==> src/rtl/spc700_bcd_seq_pkg.sv <==
// spc700_bcd_seq_pkg -- shared definitions for the SPC700 multi-byte BCD
// add/subtract sequencer.
//   state_t / ST_*      : sequencer state encodings
//   CARRY_INIT_*        : carry value loaded at START (add = 0, sub = 1, i.e.
//                         "no borrow" for subtraction)
//   init_carry()        : selects the start carry for a given SUB flag
package spc700_bcd_seq_pkg;

    typedef logic [2:0] state_t;

    localparam state_t ST_IDLE  = 3'd0;
    localparam state_t ST_FETCH = 3'd1;
    localparam state_t ST_BIN   = 3'd2;
    localparam state_t ST_ADJ   = 3'd3;
    localparam state_t ST_EMIT  = 3'd4;
    localparam state_t ST_FIN   = 3'd5;

    localparam logic CARRY_INIT_ADD = 1'b0;
    localparam logic CARRY_INIT_SUB = 1'b1;

    function automatic logic init_carry(input logic sub);
        return sub ? CARRY_INIT_SUB : CARRY_INIT_ADD;
    endfunction

endpackage

==> src/rtl/spc700_bcd_seq_adj.sv <==
// SPC700_BCDAdj -- combinational decimal adjust of a binary add/sub result.
//   A   in  8 : binary result byte
//   ADD in  1 : direction select as wired by the sequencer (driven from SUB):
//               0 = adjust after add, 1 = adjust after subtract
//   CI  in  1 : binary carry (for subtract: 1 = no borrow)
//   HI  in  1 : half carry out of bit 3 (for subtract: 1 = no borrow)
//   R   out 8 : adjusted result, modulo 256
//   CO  out 1 : adjusted carry
module SPC700_BCDAdj (
    input  logic [7:0] A,
    input  logic       ADD,
    input  logic       CI,
    input  logic       HI,
    output logic [7:0] R,
    output logic       CO
);

    logic [7:0] step1;

    always_comb begin
        step1 = A;
        CO    = CI;
        // High digit: correct when the binary op produced the "wrong" carry
        // for its direction, or when the byte is out of BCD range.
        if ((CI == ~ADD) || (A > 8'h99)) begin
            step1 = ADD ? (A - 8'h60) : (A + 8'h60);
            CO    = ~ADD;
        end
        R = step1;
        if ((HI == ~ADD) || (step1[3:0] > 4'h9)) begin
            R = ADD ? (step1 - 8'h06) : (step1 + 8'h06);
        end
    end

endmodule

==> src/rtl/spc700_bcd_seq.sv <==
// spc700_bcd_seq -- multi-byte BCD add/subtract sequencer, LSB byte first.
//   CLK, RST_N          : rising-edge clock, synchronous active-low reset
//   EN                  : clock enable, all state holds when low
//   START, SUB, LEN     : begin op (IDLE only), subtract select, bytes-1
//   ABORT               : cancel any in-progress operation
//   OP_VALID/OP_READY,
//   OPA, OPB            : operand byte handshake
//   RES_VALID/RES_READY,
//   RES                 : result byte handshake
//   BUSY, DONE          : not-idle flag, one-cycle completion pulse
//   CO, ZERO            : final carry (sub: 1 = no borrow), all-zero result
module spc700_bcd_seq
    import spc700_bcd_seq_pkg::*;
(
    input  logic       CLK,
    input  logic       RST_N,
    input  logic       EN,
    input  logic       START,
    input  logic       SUB,
    input  logic [1:0] LEN,
    input  logic       ABORT,
    input  logic       OP_VALID,
    input  logic [7:0] OPA,
    input  logic [7:0] OPB,
    output logic       OP_READY,
    output logic       RES_VALID,
    output logic [7:0] RES,
    input  logic       RES_READY,
    output logic       BUSY,
    output logic       DONE,
    output logic       CO,
    output logic       ZERO
);

    state_t     state_q, state_d;
    logic       sub_q, sub_d;
    logic [1:0] len_q, len_d;
    logic [1:0] cnt_q, cnt_d;
    logic       carry_q, carry_d;
    logic       zero_q, zero_d;
    logic [7:0] a_q, a_d;
    logic [7:0] b_q, b_d;
    logic [7:0] s_q, s_d;
    logic       c_q, c_d;
    logic       h_q, h_d;
    logic [7:0] res_q, res_d;

    logic [8:0] bin_raw;
    logic       bin_c;
    logic       bin_h;
    logic [7:0] adj_r;
    logic       adj_co;

    SPC700_BCDAdj u_adj (
        .A   (s_q),
        .ADD (sub_q),
        .CI  (c_q),
        .HI  (h_q),
        .R   (adj_r),
        .CO  (adj_co)
    );

    // Carry/borrow into bit 4 is recovered as a4 ^ b4 ^ s4 for both add and
    // subtract, so the full 9-bit result is the only adder needed.
    always_comb begin
        if (sub_q) begin
            bin_raw = {1'b0, a_q} - {1'b0, b_q} - {8'b0, ~carry_q};
            bin_c   = ~bin_raw[8];
            bin_h   = ~(a_q[4] ^ b_q[4] ^ bin_raw[4]);
        end else begin
            bin_raw = {1'b0, a_q} + {1'b0, b_q} + {8'b0, carry_q};
            bin_c   = bin_raw[8];
            bin_h   = a_q[4] ^ b_q[4] ^ bin_raw[4];
        end
    end

    always_comb begin
        state_d = state_q;
        sub_d   = sub_q;
        len_d   = len_q;
        cnt_d   = cnt_q;
        carry_d = carry_q;
        zero_d  = zero_q;
        a_d     = a_q;
        b_d     = b_q;
        s_d     = s_q;
        c_d     = c_q;
        h_d     = h_q;
        res_d   = res_q;
        if (EN) begin
            // ABORT outranks any handshake completing in the same cycle.
            if (ABORT && (state_q != ST_IDLE)) begin
                state_d = ST_IDLE;
            end else begin
                case (state_q)
                    ST_IDLE: begin
                        if (START && !ABORT) begin
                            sub_d   = SUB;
                            len_d   = LEN;
                            cnt_d   = '0;
                            carry_d = init_carry(SUB);
                            zero_d  = 1'b1;
                            state_d = ST_FETCH;
                        end
                    end
                    ST_FETCH: begin
                        if (OP_VALID) begin
                            a_d     = OPA;
                            b_d     = OPB;
                            state_d = ST_BIN;
                        end
                    end
                    ST_BIN: begin
                        s_d     = bin_raw[7:0];
                        c_d     = bin_c;
                        h_d     = bin_h;
                        state_d = ST_ADJ;
                    end
                    ST_ADJ: begin
                        res_d   = adj_r;
                        carry_d = adj_co;
                        if (adj_r != 8'h00) begin
                            zero_d = 1'b0;
                        end
                        state_d = ST_EMIT;
                    end
                    ST_EMIT: begin
                        if (RES_READY) begin
                            if (cnt_q == len_q) begin
                                state_d = ST_FIN;
                            end else begin
                                cnt_d   = cnt_q + 2'd1;
                                state_d = ST_FETCH;
                            end
                        end
                    end
                    ST_FIN: begin
                        state_d = ST_IDLE;
                    end
                    default: begin
                        state_d = ST_IDLE;
                    end
                endcase
            end
        end
    end

    always_ff @(posedge CLK) begin
        if (!RST_N) begin
            state_q <= ST_IDLE;
            sub_q   <= 1'b0;
            len_q   <= '0;
            cnt_q   <= '0;
            carry_q <= 1'b0;
            zero_q  <= 1'b0;
            a_q     <= '0;
            b_q     <= '0;
            s_q     <= '0;
            c_q     <= 1'b0;
            h_q     <= 1'b0;
            res_q   <= '0;
        end else begin
            state_q <= state_d;
            sub_q   <= sub_d;
            len_q   <= len_d;
            cnt_q   <= cnt_d;
            carry_q <= carry_d;
            zero_q  <= zero_d;
            a_q     <= a_d;
            b_q     <= b_d;
            s_q     <= s_d;
            c_q     <= c_d;
            h_q     <= h_d;
            res_q   <= res_d;
        end
    end

    assign OP_READY  = (state_q == ST_FETCH);
    assign RES_VALID = (state_q == ST_EMIT);
    assign BUSY      = (state_q != ST_IDLE);
    assign DONE      = (state_q == ST_FIN);
    assign RES       = res_q;
    assign CO        = carry_q;
    assign ZERO      = zero_q;

endmodule
==> config.mk <==
export PLATFORM = sky130hd
export DESIGN_NAME = spc700_bcd_seq
export DESIGN_NICKNAME = d
export VERILOG_FILES = /design/src/rtl/spc700_bcd_seq_pkg.sv /design/src/rtl/spc700_bcd_seq_adj.sv /design/src/rtl/spc700_bcd_seq.sv
export SDC_FILE = /design/constraint.sdc
export NUM_CORES = 1
export LEC_CHECK = 0
export ABC_AREA = 1
export BUFFER_PORTS_ARGS = -buffer_cell sky130_fd_sc_hd__buf_4
export CAP_MARGIN = 20
export CORE_ASPECT_RATIO = 1.25
export CORE_MARGIN = 8
export CORE_UTILIZATION = 40
export CTS_BUF_LIST = sky130_fd_sc_hd__clkbuf_8
export CTS_CLUSTER_DIAMETER = 120
export DETAILED_ROUTE_END_ITERATION = 16
export SYNTH_ARGS = -nofsm -noshare
export SYNTH_HDL_FRONTEND = slang
export SYNTH_SLANG_ARGS = --single-unit
export TNS_END_PERCENT = 30
==> constraint.sdc <==
create_clock -name CLK -period 3.2 [get_ports CLK]
set_clock_uncertainty 0.05 [all_clocks]
set_input_delay 0.8 -clock CLK [delete_from_list [all_inputs] [get_ports CLK]]
set_output_delay 0.8 -clock CLK [all_outputs]
set_load 0.005 [all_outputs]
-- Word level (Yosys, flattened, before mapping)
Index checks and enable logic that the tools add are counted.
- flip-flop bits (word level): 44
- latch bits: 0
- memory bits (writable): 0
- memory bits (read-only): 0
- input bits: 26
- output and inout port bits: 14
- word-level logic and storage cells: 88
- memories: 0
- $add $sub $neg: 9
- multiply operators: 0
- divide/modulo/power cells: 0
- magnitude comparators: 2
- eq/ne operators: 15
- shift-type cells: 0
- muxes and demuxes: 24
- bitwise gates (word level): 8
- reductions and logical operators: 18
- operator list (kind ; number):
    8-bit 2-to-1 mux ; 5
    4-bit AND reduction ; 4
    3-bit 2-to-1 mux ; 5
    3-bit one-hot mux with 5 select lines ; 1
    8-bit by 8-bit adder with 9-bit output ; 1
    9-bit by 1-bit adder with 9-bit output ; 1
    8-bit by 8-bit subtractor with 9-bit output ; 1
    9-bit by 1-bit subtractor with 9-bit output ; 1
    8-bit by 3-bit adder with 8-bit output, second input constant ; 1
    8-bit by 7-bit adder with 8-bit output, second input constant ; 1
    8-bit greater-than comparator, second input constant ; 1
    8-bit nonzero test ; 1
    8-bit by 3-bit subtractor with 8-bit output, second input constant ; 1
    8-bit by 7-bit subtractor with 8-bit output, second input constant ; 1
    1-bit 2-to-1 mux ; 7
    3-bit by 2-bit == test with 1-bit output, second input constant ; 2
    3-bit == test, second input constant ; 2
    2-bit 2-to-1 mux ; 3
    2-bit inequality test, second input constant ; 3
    3-bit AND reduction ; 2
    6-bit AND reduction ; 1
    1-bit NOT ; 5
    5-bit AND reduction ; 1
    4-bit greater-than comparator, second input constant ; 1
    17 further kinds ; 24

-- Longest topological paths before layout
Gate-level depths: netlist of run 1.
- depth in word-level cells: 10
- mapped depth: 23
- gate-level depth less buffers: 23

-- Cells and area by module
Synthesis of run 1 repeated with hierarchy kept, for this count alone.
- cells, all modules: 510
- area total of the unflattened synthesis: 3353.2 um2
- by module, submodules not included (module ; times used ; cells each ; area an instance (um2) ; seq. area each (um2)):
    spc700_bcd_seq ; 1 ; 410 ; 2771.4 ; 880.8
    SPC700_BCDAdj ; 1 ; 100 ; 581.8 ; 0.0

-- Least setup slack after synthesis of run 1
No wires, ideal clock.
- path kind: register -> register
- start: reg sub_q
- end: reg zero_q, in the netlist ZERO
- library setup time: 0.069 ns
- arrival time: 2.235 ns
- required time: 3.081 ns
- slack: 0.845 ns
- cell stages (with the launch flop): 20
- buffers on the path: 1
- clock period less this slack: 2.355 ns
- cell sequence: dfxtp_1 -> buf_4 -> xnor2_4 -> nand3_1 -> and2_1 -> ha_1 -> nand2_1 -> inv_1 -> nand4_1 -> nand3_1 -> nand2_1 -> nand3_1 -> inv_1 -> nand2_1 -> nand2_1 -> inv_2 -> nand3_1 -> nand2_1 -> nand2_1 -> a21oi_2
- word-level cells in the longest chain between the ends: 10
- elaborated cells between the ends (all ways): 15
- those cells by class: add/sub: 2; order compare: 1; eq/ne: 3; mux: 4; bitwise: 1; reduce/logical: 4
- ends and longest elaborated chain (item ; line ; text):
    start, declared ; spc700_bcd_seq.sv:36 ; logic sub_q, sub_d;
    start signal, assigned ; spc700_bcd_seq.sv:164 ; sub_q <= sub_d;
    1-bit NOT ; spc700_bcd_seq_adj.sv:25, spc700_bcd_seq_adj.sv:30 ;
    1-bit == test ; spc700_bcd_seq_adj.sv:25 ; if ((CI == ~ADD) || (A > 8'h99)) begin
    1-bit logical OR ; spc700_bcd_seq_adj.sv:25 ;
    8-bit 2-to-1 mux ; spc700_bcd_seq_adj.sv:25 ;
    8-bit by 3-bit adder with 8-bit output, or another cell as far along ; spc700_bcd_seq_adj.sv:31 ; R = ADD ? (step1 - 8'h06) : (step1 + 8'h06);
    8-bit 2-to-1 mux / 1-bit logical OR (equally long branches) ; spc700_bcd_seq_adj.sv:31, spc700_bcd_seq_adj.sv:30 ;
    8-bit 2-to-1 mux (*) ; spc700_bcd_seq_adj.sv:30 ; if ((HI == ~ADD) || (step1[3:0] > 4'h9)) begin
    8-bit nonzero test (*) ; spc700_bcd_seq.sv:122 ; if (adj_r != 8'h00) begin
    2-bit inequality test (no source line) (*) ; n/a ;
    5-bit AND reduction (no source line) (*) ; n/a ;
    end signal, assigned ; spc700_bcd_seq.sv:168 ; zero_q <= zero_d;
    end, declared ; spc700_bcd_seq.sv:40 ; logic zero_q, zero_d;
Mark *: on every way between the ends. The rest lies on a longest branch, timed or not.
A chain may end at the register's enable or synchronous reset.

-- Final worst setup path of run 1
- start: reg s_q[1]
- end: reg zero_q, in the netlist ZERO
- word-level cells in the longest chain between the ends: 9
- elaborated cells between the ends (all ways): 15
- those cells by class: add/sub: 4; order compare: 2; eq/ne: 1; mux: 4; reduce/logical: 4
- ends and longest elaborated chain (item ; line ; text):
    start, declared ; spc700_bcd_seq.sv:43 ; logic [7:0] s_q, s_d;
    start signal, assigned ; spc700_bcd_seq.sv:158 ; s_q <= '0;
    start signal, assigned ; spc700_bcd_seq.sv:171 ; s_q <= s_d;
    8-bit by 7-bit adder with 8-bit output, or another cell as far along ; spc700_bcd_seq_adj.sv:26 ; step1 = ADD ? (A - 8'h60) : (A + 8'h60);
    8-bit 2-to-1 mux / 1-bit logical OR (equally long branches) ; spc700_bcd_seq_adj.sv:26, spc700_bcd_seq_adj.sv:25 ;
    8-bit 2-to-1 mux (*) ; spc700_bcd_seq_adj.sv:25 ;
    8-bit by 3-bit adder with 8-bit output, or another cell as far along ; spc700_bcd_seq_adj.sv:31 ;
    8-bit 2-to-1 mux / 1-bit logical OR (equally long branches) ; spc700_bcd_seq_adj.sv:31, spc700_bcd_seq_adj.sv:30 ;
    8-bit 2-to-1 mux (*) ; spc700_bcd_seq_adj.sv:30 ;
    8-bit nonzero test (*) ; spc700_bcd_seq.sv:122 ;
    2-bit inequality test (no source line) (*) ; n/a ;
    5-bit AND reduction (no source line) (*) ; n/a ;
Marked as above.

==> results of run 1 <==
==> where the power goes <==
| part | total [mW] | internal [mW] | switching, mW |
|---|---|---|---|
| logic | 0.515 | 0.208 | 0.308 |
| registers | 0.625 | 0.585 | 0.0404 |
| clock network | 0.359 | 0.155 | 0.204 |
| total | 1.50 | 0.947 | 0.552 |
==> stage by stage <==
| step | setup slack [ns] | cells | hold slack, ns | instance area [um^2] |
|---|---|---|---|---|
| 5_1_grt | 0.218 | 576 | 0.461 | 3640 |
| 2_1_floorplan | 0.845 | 444 | 0.404 | 3190 |
| 6_report | 0.586 | 576 | 0.434 | 3640 |
| 3_5_place_dp | 0.586 | 568 | 0.422 | 3550 |
| 4_1_cts | 0.573 | 576 | 0.439 | 3640 |
| 3_3_place_gp | 0.614 | 568 | 0.416 | 3550 |
==> sequential cells by signal (all words and copies together) (netlist names) <==
signal   count
c_q          1
ZERO         1
sub_q        1
CO           1
RES          8
cnt_q        2
b_q          8
state_q      3
h_q          1
len_q        2
a_q          8
s_q          8
==> final cells by class <==
cell class | count | area share
timing repair buffer | 40 | 0.0825
clock buffer | 5 | 0.0189
tap | 95 | 0.0327
multi-input combinational | 316 | 0.543
inverter | 73 | 0.0753
sequential | 44 | 0.242
clock inverter | 3 | 0.00585
==> worst paths after layout <==
check | start | end | slack [ns] | depth (start not counted)
worst max-delay path | s_q[1] | ZERO | 0.59 | 22
worst min register to register | a_q[2] | a_q[2] | 0.43 | 2
worst max register to register | s_q[1] | ZERO | 0.59 | 22
worst min-delay path | a_q[2] | a_q[2] | 0.43 | 2
==> metal layers <==
metal,track usage,vias to the layer above
met5,0,-
met1,0.165,1291
met4,0.0504,0
met2,0.237,35
met3,0.0175,6
li1,-,1538
==> cell families (layout without fill, tap and decap cells) <==
kind of cell | Yosys count | after routing | share of synthesized area
AOI/OAI and AO/OA | 117 | 117 | 0.212
xor gates and xnor gates | 11 | 11 | 0.0361
adders and majority gates | 32 | 32 | 0.140
buffers and inverters | 84 | 121 | 0.104
DFF | 44 | 44 | 0.276
and+or+nand+nor | 156 | 156 | 0.232
==> synthesized netlist by cell type (all sizes together) (5+ instances only) <==
library cell | instances | area share
nand2 | 75 | 0.097
o21ai | 47 | 0.076
nor3 | 9 | 0.019
dfxtp | 44 | 0.28
xor2 | 5 | 0.014
xnor2 | 6 | 0.022
inv | 72 | 0.085
nand4 | 5 | 0.0098
nor2 | 46 | 0.069
fa | 6 | 0.038
buf | 8 | 0.015
a21oi | 42 | 0.068
nand3 | 18 | 0.030
ha | 26 | 0.10
o211ai | 8 | 0.019
==> tightest hold or removal path: cells and delay by family (launching register included) <==
| kind | cells | cell delay [ns] |
|---|---|---|
| flip-flops | 1 | 0.32 |
| buffers and inverters | 1 | 0.07 |
| AO/OA/AOI/OAI | 1 | 0.05 |
==> summary.md, run 1 <==
| Metric | Value |
|---|---|
| Final setup viols | `0` |
| TritonCTS clock tree | `built` |
| Tcrit/Tclk final | `0.817` |
| Layout cells sized above 1 | `0.162` |
| Number of global-route vias before repair | `2836` |
| Crit-path max cell delay | `slightly above 0.4 ns` |
| Num Clock Sinks | `44` |
| Met3 WL | `~140 um` |
| Pleak | `~1.7 nW` |
| Synth Instances | `between 400 and 500` |
| Die area | `11100 um^2` |
| Via density per instance | `around 5` |
| Count of final hold-check violations | `0` |
| Residual DRC | `0` |
| Tot Pwr | `about 1.5 mW` |
| Pwr/cell area | `412 nW/um^2` |
| Worst-Skew Late Latency | `about 0.30 ns` |
| DPL Wire Length | `5560 um` |
| Sequential fraction of the synthesis area | `0.276` |
| Fraction of registers with async set/reset | `0` |
| CP dominant cell by count | `nand2_1` |
| Drt total wl | `approximately 7000 um` |
| # diodes | `0` |
| Fillers | `826` |
| Reg area | `roughly 900 um^2` |
| DRT iter0 DRCs | `about 130` |
| Max FO, Critical Path | `6` |
| Multi-input logic area | `1970 um^2` |
| Post-CTS Setup Bufs | `0` |
| Commonest cells after routing, fill and taps aside | `nand2_1, inv_1, dfxtp_1` |
| Io pins | `40` |
| CP Class | `reg -> reg` |
| Final slew viol count | `0` |
| WP buf/inv | `3` |
| WP data required | `around 3.4 ns` |
| Root Driver | `clkbuf_8` |
| Chip height | `between 100 and 150 um` |
| Slew headroom | `0.662` |
| Setup TNS | `0 ns` |
| Slew @ Worst Pin | `between 0.5 and 0.6 ns` |
| Max stage delay cell, worst path | `dfxtp_1` |
| ANT nets after route | `0` |
| Final Util | `0.470` |
| Family with the most delay on the worst path | `simple AND/OR/NAND/NOR gates` |
| Met1 wire length | `around 3300 um` |
| Status | `finished, final reports clean` |
| Synthesized flop and latch total | `44` |
| Worst Setup End Kind | `flop` |
| Num rows | `36` |
| Worst setup SP type | `flop` |
| Nets | `~540` |
| Commonest non-fill, non-tap cell in the layout | `nand2_1` |
| Min Tclk post-route | `between 2 and 3 ns` |
| Max Clk Rate | `0.383 GHz` |
| IO Port Bufs | `39` |
| CTS-repair resized insts | `0` |
| Max IR drop VDD | `between 0.0002 and 0.0003 V` |
| DRT Pass-1 Iters | `4` |
| Max Used Layer | `met4` |
| First-pass GRT wire length | `12400 um` |
| Core footprint | `7750 um^2` |
| RSZ-0062 raised after global routing | `no` |
| Syn_area_per_cell | `7.18 um^2` |
| Layout area overhead | `14.2%` |
| Die W | `approximately 96 um` |
| Clock transition at path regs | `roughly 0.1 ns` |
| Syn_nets | `roughly 500` |
| Ys Warns | `0` |
| Max clock buf depth | `2` |
| Main flop type after synthesis | `dfxtp_1` |
| GRT Resource Usage Total | `0.136` |
| Worst EP arrival | `2.80 ns` |
| DR vias | `approximately 2900` |
| Largest net degree at the start of global routing | `36` |
| Total grt overflow | `0` |
| EDFF count, synth | `0` |
| MaxCap Viol Count | `0` |
| Initial antenna violation count | `0` |
| Mapped Area | `3190 um^2` |
| HP Class | `reg -> reg` |
| Cell variety after synth | `45` |
| Avg WL per Cell | `12.2 um` |
| # H-tree levels | `2` |
| CP cell instances | `o21ai_2, nand2_1, nand2_1, nand2_2, nand2_4, nand3_1, and2_1, ha_1, nand2_1, inv_1, nand4_1, nand3_1, nand2_1, nand3_1, inv_1, nand2_1, nand2_1, inv_2, nand3_1, nand2_1, nand2_1, a21oi_2` |
| Routed wl met2 | `3520 um` |
| Hold_buf cts | `0` |
| Clock buffer count from CTS | `5` |
| Placer Congestion | `between 0.8 and 0.9` |
| Initial core utilization | `0.411` |
Power figures use the tool's default switching activity.
==> inputs of run 2 (changes only) <==
==> constraint.sdc (replaced) <==
create_clock -name CLK -period 2.45 [get_ports CLK]
set_clock_uncertainty 0.05 [all_clocks]
set_input_delay 0.6125 -clock CLK [delete_from_list [all_inputs] [get_ports CLK]]
set_output_delay 0.6125 -clock CLK [all_outputs]
set_load 0.005 [all_outputs]
==> run 2 against run 1 <==
Final area rose by 8.1%. Worst hold slack improved by 0.0055 ns. Register-to-register slack got worse by 0.56 ns. Worst setup slack got worse by 0.56 ns. Critical path depth rose by 1. Power rose by 45%. Combinational power rose by 50%. Clock-buffer cell count did not move. Largest power group unchanged.
==> summary.md, run 2 (synthesized netlist as in run 1, its figures left out) <==
| Metric | Value |
|---|---|
| Final setup viols | `0` |
| Pleak | `around 1.9 nW` |
| Num Clock Sinks | `44` |
| Chip height | `between 100 and 150 um` |
| ANT nets after route | `0` |
| DRT Pass-1 Iters | `4` |
| CP Launch Point | `s_q[7]` |
| Pwr/cell area | `552 nW/um^2` |
| CP Class | `reg -> reg` |
| IO Port Bufs | `39` |
| Placer Congestion | `~0.89` |
| Min Tclk post-route | `between 2 and 2.5 ns` |
| Avg WL per Cell | `around 12 um` |
| Core footprint | `~7700 um^2` |
| Number of cells on the critical path | `23` |
| Layout cells sized above 1 | `0.250` |
| HP Class | `reg -> reg` |
| Max IR drop VDD | `0.000392 V` |
| Residual DRC | `0` |
| Max FO, Critical Path | `5` |
| Max clock buf depth | `2` |
| Initial antenna violation count | `0` |
| Hold_ws | `between 0.4 and 0.5 ns` |
| Max stage delay cell, worst path | `dfxtp_2` |
| Family with the most delay on the worst path | `simple AND/OR/NAND/NOR gates` |
| Num rows | `36` |
| CP cell instances | `nand2_2, nor3_4, nand2_1, nand2_2, nand2_4, nand2_4, nand2_2, and2_4, ha_4, nand2_2, inv_2, nand4_1, nand3_1, nand2_1, nand3_2, inv_2, nand2_2, nand2_2, inv_2, nand3_2, nand2_1, nand2_1, a21oi_2` |
| DR vias | `slightly below 3000` |
| WP data required | `2.65 ns` |
| Final Non-Filler Cells | `around 600` |
| MaxCap Viol Count | `0` |
| RR Startpoint | `s_q[7]` |
| Final slew viol count | `0` |
| Worst setup SP type | `flop` |
| Max Clk Rate | `just over 0.4 GHz` |
| CP Capture Point | `ZERO` |
| Total grt overflow | `0` |
| Clock buffer count from CTS | `5` |
| GRT Resource Usage Total | `0.139` |
| Layout area overhead | `23.4%` |
| Slew @ Worst Pin | `~0.39 ns` |
| Hold_buf cts | `0` |
| DPL Wire Length | `approximately 5800 um` |
| R2r setup slk | `between 0.02 and 0.03 ns` |
| Commonest non-fill, non-tap cell in the layout | `nand2_1` |
| Worst-Skew Late Latency | `0.31 ns` |
| # H-tree levels | `2` |
| RSZ-0062 raised after global routing | `yes` |
| Clock transition at path regs | `about 0.10 ns` |
| Die W | `~96 um` |
| Crit-path max cell delay | `between 0.3 and 0.4 ns` |
| Initial core utilization | `0.411` |
| R2r worst-path depth | `23` |
| Root Driver | `clkbuf_8` |
| Nets | `roughly 560` |
| CP dominant cell by count | `nand2_2` |
| Commonest cells after routing, fill and taps aside | `nand2_1, buf_4, inv_1, nor2_1, a21oi_1` |
| DRT iter0 DRCs | `96` |
| Largest net degree at the start of global routing | `35` |
| Drt total wl | `around 7400 um` |
| Dpl cells | `590` |
| Worst EP arrival | `between 2 and 3 ns` |
| TritonCTS clock tree | `built` |
| Tcrit/Tclk final | `0.989` |
| Worst Setup End Kind | `flop` |
| Number of global-route vias before repair | `roughly 3000` |
| Count of final hold-check violations | `0` |
| WP buf/inv | `3` |
| Io pins | `40` |
| R2R Path End | `ZERO` |
| Slew headroom | `0.740` |
| First-pass GRT wire length | `about 13000 um` |
| # diodes | `0` |
| Via density per instance | `around 5` |
| Status | `finished, final reports clean` |
| Die area | `~11000 um^2` |
==> run 2: power breakdown <==
group / switching [mW] / internal (mW) / total (mW)
clock network: 0.282 / 0.308 / 0.590
logic: 0.439 / 0.333 / 0.771
registers: 0.0457 / 0.765 / 0.811
==> run 2: how the worst min path moves through the flow <==
| stage | slack [ns] | depth (start not counted) | from | endpoint |
|---|---|---|---|---|
| after floorplan | 0.40 | 2 | a_q[2] | a_q[2] |
| after global placement | 0.42 | 2 | a_q[5] | a_q[5] |
| after detailed placement | 0.43 | 2 | h_q | h_q |
| after CTS | 0.44 | 2 | h_q | h_q |
| after global routing | 0.46 | 2 | ZERO | ZERO |
| final | 0.44 | 2 | a_q[2] | a_q[2] |
==> run 2: layout make-up <==
class | count | area (um^2)
fill | 788 | 3810
multi-input combinational | 316 | 2040
sequential | 44 | 896
timing repair buffer | 63 | 484
inverter | 73 | 274
tap | 95 | 119
clock buffer | 5 | 68.8
clock inverter | 3 | 46.3
==> run 2: timing repair <==
item                                    in CTS  in global routing
buffers inserted                             0                  1
resized for setup                            2                 33
pin swaps                                    0                 16
endpoints found under the setup margin       1                  9
cloned                                       0                  0
==> run 2: per-stage QoR <==
stage	util	TNS (ns)	setup slack, ns	total power [mW]	cell area [um^2]
finish	0.508	0	0.0262	2.17	3930
global route	0.508	-0.222	-0.147	2.32	3930
CTS	0.495	0	0.000703	2.14	3830
detailed placement	0.479	-0.0250	-0.0250	1.55	3710
global placement	0.479	0	0.00813	1.54	3710
floorplan	-	0	0.0951	1.34	3190
==> run 2: layer usage <==
layer	wire length (um)	share of wire	GRT usage
met5	0	0	0
met4	169	0.023	0.0555
met3	213	0.029	0.0188
met2	3770	0.51	0.251
met1	3270	0.44	0.159
==> run 2: worst reg2reg max path, delay by kind of cell, from the launching register on <==
family / cells / cell delay [ns]
and+or+nand+nor: 18 / 1.44
buffers and inverters: 3 / 0.14
AOI/OAI and AO/OA: 1 / 0.12
DFF: 1 / 0.35
adders and majority gates: 1 / 0.26
